## src/rtl/store_buffer.sv

```systemverilog
// store_buffer: posted-write buffer between the CPU MEM-stage data port and a
// slower backing data memory.
//
// The CPU stores in one cycle. Buffered stores drain to memory in push order
// over a valid/ready handshake. Loads see the youngest buffered data for their
// word. stall is raised only when a store cannot be accepted, or while a sync
// waits for the buffer to empty.
//
// Ports:
//   clock, reset          system clock; asynchronous active-low reset
//   cpu_addr, cpu_wdata   MEM-stage byte address and store data
//   cpu_write             store request (low: cpu_addr is a load address)
//   sync                  drain request for exception entry and fences
//   cpu_rdata             load data (combinational)
//   stall                 hold the MEM stage this cycle (combinational)
//   mem_raddr, mem_rdata  backing-memory read port (mem_raddr = cpu_addr)
//   mem_waddr, mem_wdata,
//   mem_wvalid, mem_wready backing-memory write handshake, driven from the head entry
//   count                 number of occupied entries
module store_buffer #(
  parameter int DEPTH  = 4,
  parameter int DATA_W = 32,
  parameter int ADDR_W = 32
) (
  input  logic                     clock,
  input  logic                     reset,
  input  logic [ADDR_W-1:0]        cpu_addr,
  input  logic [DATA_W-1:0]        cpu_wdata,
  input  logic                     cpu_write,
  input  logic                     sync,
  output logic [DATA_W-1:0]        cpu_rdata,
  output logic                     stall,
  output logic [ADDR_W-1:0]        mem_raddr,
  input  logic [DATA_W-1:0]        mem_rdata,
  output logic [ADDR_W-1:0]        mem_waddr,
  output logic [DATA_W-1:0]        mem_wdata,
  output logic                     mem_wvalid,
  input  logic                     mem_wready,
  output logic [$clog2(DEPTH):0]   count
);

  localparam int PTR_W = $clog2(DEPTH);
  localparam int CNT_W = PTR_W + 1;

  logic [ADDR_W-1:0] addr_mem_r [DEPTH];
  logic [DATA_W-1:0] data_mem_r [DEPTH];
  logic [PTR_W-1:0]  head_r, tail_r;
  logic [CNT_W-1:0]  count_r;
  logic              mem_wvalid_r;
  logic [ADDR_W-1:0] mem_waddr_r;
  logic [DATA_W-1:0] mem_wdata_r;

  logic              full_s, empty_s, stall_s, push_s, pop_s;
  logic [PTR_W-1:0]  head_next_s, tail_next_s;
  logic [CNT_W-1:0]  count_next_s;
  logic [ADDR_W-1:0] waddr_next_s;
  logic [DATA_W-1:0] wdata_next_s;
  logic              fwd_hit_s;
  logic [DATA_W-1:0] fwd_data_s;

  assign full_s  = (count_r == CNT_W'(DEPTH));
  assign empty_s = (count_r == CNT_W'(0));
  // stall deliberately ignores mem_wready: a full buffer refuses a push even
  // when a pop happens on the same edge.
  assign stall_s = (cpu_write & full_s) | (sync & ~empty_s);
  assign push_s  = cpu_write & ~stall_s;
  // mem_wvalid_r always mirrors ~empty, so it doubles as the pop qualifier.
  assign pop_s   = mem_wvalid_r & mem_wready;

  assign stall      = stall_s;
  assign mem_raddr  = cpu_addr;
  assign mem_wvalid = mem_wvalid_r;
  assign mem_waddr  = mem_waddr_r;
  assign mem_wdata  = mem_wdata_r;
  assign count      = count_r;

  // Next pointer and occupancy values for the coming edge.
  always_comb begin
    head_next_s  = pop_s  ? head_r + PTR_W'(1) : head_r;
    tail_next_s  = push_s ? tail_r + PTR_W'(1) : tail_r;
    count_next_s = count_r;
    case ({push_s, pop_s})
      2'b10:   count_next_s = count_r + CNT_W'(1);
      2'b01:   count_next_s = count_r - CNT_W'(1);
      default: count_next_s = count_r;
    endcase
  end

  // Head entry after the edge. If the store being pushed lands on the new
  // head slot (buffer drains to empty on this edge), bypass it straight to
  // the write port so it is visible one cycle after its push.
  always_comb begin
    if (push_s && (tail_r == head_next_s)) begin
      waddr_next_s = cpu_addr;
      wdata_next_s = cpu_wdata;
    end else begin
      waddr_next_s = addr_mem_r[head_next_s];
      wdata_next_s = data_mem_r[head_next_s];
    end
  end

  // Youngest-match forwarding: walk from head (oldest) toward tail, so a
  // later match overwrites an earlier one. Byte offset bits are ignored.
  always_comb begin
    fwd_hit_s  = 1'b0;
    fwd_data_s = {DATA_W{1'b0}};
    for (int i = 0; i < DEPTH; i++) begin
      logic [PTR_W-1:0] idx_v;
      idx_v = head_r + PTR_W'(i);
      if ((CNT_W'(i) < count_r) &&
          (addr_mem_r[idx_v][ADDR_W-1:2] == cpu_addr[ADDR_W-1:2])) begin
        fwd_hit_s  = 1'b1;
        fwd_data_s = data_mem_r[idx_v];
      end else begin
        fwd_hit_s  = fwd_hit_s;
        fwd_data_s = fwd_data_s;
      end
    end
  end

  // Load data mux: forwarded data on a hit, otherwise memory read data.
  always_comb begin
    if (!cpu_write && fwd_hit_s) begin
      cpu_rdata = fwd_data_s;
    end else begin
      cpu_rdata = mem_rdata;
    end
  end

  // Entry storage: capture accepted stores at tail.
  always_ff @(posedge clock or negedge reset) begin
    if (!reset) begin
      for (int i = 0; i < DEPTH; i++) begin
        addr_mem_r[i] <= {ADDR_W{1'b0}};
        data_mem_r[i] <= {DATA_W{1'b0}};
      end
    end else if (push_s) begin
      addr_mem_r[tail_r] <= cpu_addr;
      data_mem_r[tail_r] <= cpu_wdata;
    end
  end

  // Pointers, occupancy and the registered drain port.
  always_ff @(posedge clock or negedge reset) begin
    if (!reset) begin
      head_r       <= {PTR_W{1'b0}};
      tail_r       <= {PTR_W{1'b0}};
      count_r      <= {CNT_W{1'b0}};
      mem_wvalid_r <= 1'b0;
      mem_waddr_r  <= {ADDR_W{1'b0}};
      mem_wdata_r  <= {DATA_W{1'b0}};
    end else begin
      head_r       <= head_next_s;
      tail_r       <= tail_next_s;
      count_r      <= count_next_s;
      mem_wvalid_r <= (count_next_s != CNT_W'(0));
      mem_waddr_r  <= waddr_next_s;
      mem_wdata_r  <= wdata_next_s;
    end
  end

endmodule

```

## config.mk

```make
export PLATFORM = sky130hd
export DESIGN_NAME = store_buffer
export DESIGN_NICKNAME = d
export VERILOG_FILES = /design/src/rtl/store_buffer.sv
export SDC_FILE = /design/constraint.sdc
export NUM_CORES = 1
export LEC_CHECK = 0
export ABC_AREA = 1
export CORE_MARGIN = 10
export CORE_UTILIZATION = 45
export DETAILED_ROUTE_END_ITERATION = 6
export HOLD_SLACK_MARGIN = 0.08
export PLACE_DENSITY = 0.68
export SETUP_SLACK_MARGIN = 0.1
export SYNTH_ARGS = -nofsm -noshare
export SYNTH_HDL_FRONTEND = slang
export SYNTH_SLANG_ARGS = --single-unit
```

## constraint.sdc

```tcl
create_clock -name clock -period 2.5 [get_ports clock]
set_input_delay 0.25 -clock clock [delete_from_list [all_inputs] [get_ports clock]]
set_output_delay 0.25 -clock clock [all_outputs]
set_load 0.005 [all_outputs]
```

==> metrics.md <==
| Metric | Value |
|---|---|
| DRC | 1 |
| Prevailing post-synth register cell | dfrtp_1 |
| Failing checks | design-rule violations, negative setup slack |
| Pins over their slew limit | 0 |
| Area Overhead vs Synth | 44.5% |
| Maximum level of the CTS H-tree | 2 |
| Reg2reg path depth | 13 |
| CP dominant cell by count | nand2_2 |
| Final ANT Viol Nets | 0 |
| First-pass GRT wire length | 145000 µm |
| Cell Count Post-Placement | 4885 |
| Register area | 8220 µm² |
| Critical Path RT | 2250 ps |
| Initial DRC Count | 3479 |
| Placeable Area | 52800 µm² |
| Worst IR Drop VDD | 0.826 mV |
| Critical path origin | head_r[0] |
| Detailed Route WL | 98900 µm |
| R2R Path End | mem_wdata[2] |
| Placed Area | 29200 µm² |
| Worst reg-to-reg setup slack | -140 ps |
| Post-route design area | 34800 µm² |
| Final Util | 66.0% |
| Critical path's slowest cell | dfrtp_4 |
| Largest net degree at the start of global routing | 153 |
| Clock Pin Slew Worst Setup and Hold Paths | 60 ps |
| Tightest Pin Transition | 959 ps |
| Syn Nets | 4025 |
| Ports | 234 |
| RSZ-0062 raised after global routing | yes |
| Crit-path max cell delay | 560 ps |
| Critical path, cell by cell | inv_8, buf_12, buf_12, buf_16, buf_6, nand2_2, nand2_2, nand2_2, nand3_1, nand2_1, nor2_2, nand2_2, nor2_4, nand2_2, nor2_4, nor2_2, nand2_2, nand2_8, buf_12, buf_16, nor2_1, nand2_1, nand2_1, buf_2 |
| # clock sinks | 328 |
| Die width | 251 µm |
| Filler cells | 4451 |
| Largest area contributor in the netlist | dfrtp_1 |
| Total power | 53.7 mW |
| Lkg Pwr | 17.1 nW |
| Starting density of the core | 45.7% |
| Max Fclk | 0.249 GHz |
| Setup Slack @ Placement | -1350 ps |
| Via count | 28700 |
| RD Place Congestion | 1.01 |
| Number of global-route vias before repair | 26100 |
| GR Overflow Total | 0 |
| Worst slew margin | 36.1% |
| Drt pass-1 iters | 7 |
| Count of input and output buffers | 233 |
| CP endpoint kind | output port |
| Non-Filler Instances | 5082 |
| Crit path max fanout | 7 |
| Fin. Hold Viols | 0 |
| Share of layout cells above drive strength 1 | 21.7% |
| Number of synthesized flops with an enable pin | 0 |
| Max-capacitance violation count | 0 |
| Sequential share of the synthesized area | 34.1% |
| Synth warnings | 0 |
| FFs w/ async S/R, synth | 100% |
| Clock latency on the worst-skew pair | 600 ps |
| Initial antenna violation count | 4 |
| Top cell type's share of synthesized area | 34.1% |
| Setup violators final | 91 |
| Drt wl/cell | 19.5 µm |
| CTS root buffer | clkbuf_16 |
| Setup TNS | -48710 ps |
| Multi-input gate area | 15300 µm² |
| Worst Hold Class | primary input to async pin |
| Core Rows | 84 |
| #FFs+latches synth | 328 |
| Synth area leaders | dfrtp_1 34%, nand2_1 26%, o21ai_0 11% |
| Max Root-Sink Buffers | 3 |
| Final min period | 4020 ps |
| CTS tree | done |
| Layout Nets | 4472 |
| Gr usage total | 28.5% |
| TritonCTS Buffers | 42 |
| Post-DP HPWL | 59900 µm |
| DR vias/cell | 5.64 |
| Syn_area_per_cell | 6.16 µm² |
| Synth Instances | 3914 |
| DIE AREA | 63200 µm² |
| Fin crit share | 161% |
| Setup crit start kind | flip-flop |
| CP Data Arrival Time | 3770 ps |
| Skew final | 30.5 ps |
| Height of the die | 251 µm |
| Mapped Area | 24100 µm² |
| Setup ws final | -1520 ps |
| CP endpoint | cpu_rdata[31] |
| Pwr Density | 1540 nW/µm² |
| Status | finished with violations |
| Worst hold margin | 142 ps |
| Crit Reg-Reg Startpoint | head_r[0] |
| Distinct cells, synth | 31 |
| Worst Setup Path Type | flip-flop to output port |
[power by group]
| group | total, mW | internal, mW | leakage (nW) | switching, mW |
|---|---|---|---|---|
| logic | 37.2 | 15.8 | 12.4 | 21.4 |
| clock network | 6.63 | 4.05 | 0.720 | 2.57 |
| registers | 9.89 | 8.08 | 3.91 | 1.80 |
[registers in the layout, indices dropped and copies added, names as in the netlist]
| name | flops |
|---|---|
| count | 3 |
| head_r | 2 |
| mem_wvalid | 1 |
| addr_mem_r | 128 |
| data_mem_r | 128 |
| mem_wdata | 32 |
| tail_r | 2 |
| mem_waddr | 32 |
[worst min path at each step]
stage	endpoint	start	cells past startpoint
5_1_grt	mem_waddr[3]	reset	2
2_1_floorplan	addr_mem_r[0]	reset	0
3_5_place_dp	mem_waddr[3]	reset	1
6_report	addr_mem_r[123]	reset	2
4_1_cts	addr_mem_r[123]	reset	2
3_3_place_gp	mem_waddr[3]	reset	1
[kinds of logic (layout without fill, tap and decap cells)]
kind of cell	Yosys count	in the layout	synth area share, %
simple gates	2203	2205	35.7
compound gates	715	715	16.3
buf+inv	587	1063	10.4
flops	328	328	34.1
mux	68	68	3.01
fa+ha+maj	10	10	0.519
xor+xnor	3	3	0.109
other cells	0	2	0
[cells in the mapped netlist, types with 22 or more instances]
master,count
a31oi_1,34
buf_2,78
buf_4,40
clkbuf_1,149
dfrtp_1,328
inv_1,288
mux2_2,36
mux2i_1,32
nand2_1,1656
nand3_1,243
nor2_1,295
o211ai_1,61
o21a_1,43
o21ai_0,518
o21ai_1,22
[per-layer routing]
layer	routed length, µm	vias up	global-route usage (%)
li1	-	13400	-
met1	38900	13200	37.5
met2	44200	1714	45.9
met3	10900	362	4.97
met4	4890	4	11.4
met5	21	-	0
[layout by cell type, fill, tap and decap left out, types with 20 or more instances in the layout]
cell type,netlist,layout
o211ai_1,61,61
buf_12,0,67
nand2_4,0,21
buf_16,0,31
buf_2,78,31
o22ai_1,20,20
o21ai_0,518,491
mux2_4,0,20
o21a_1,43,43
clkbuf_16,0,66
buf_4,40,277
nand2_1,1656,1511
nor2_1,295,193
nand3_2,0,27
nor2_4,1,43
inv_1,288,284
a31oi_4,0,23
dfrtp_1,328,326
mux2i_1,32,32
o21ai_1,22,25
nand3_1,243,215
buf_6,6,48
nor2_2,2,62
nand2_2,4,121
clkdlybuf4s50_1,0,199
[worst max-delay path, delay by kind of cell, from the launching register on]
family,cells,cell delay [ps]
buffers and inverters,8,1050
DFF,1,560
and+or+nand+nor,16,1550
[timing repair]
item,CTS,global route
buffers inserted,44,25
endpoints found under the setup margin,140,242
cloned,29,26
endpoints found under the hold margin,328,0
resized for setup,419,330
hold buffers,1,0
pin swaps,98,83
[area by class of cell]
class / count / share of cell area, %
flip-flops and latches: 328 / 23.6
multi-input cells: 3001 / 44.0
clock buffers: 55 / 3.39
inverters: 296 / 3.27
repair buffers: 692 / 22.4
well taps: 688 / 2.47
clock inverters: 20 / 0.855
diodes: 2 / 0.0144
(Power assumes the default switching activity.)
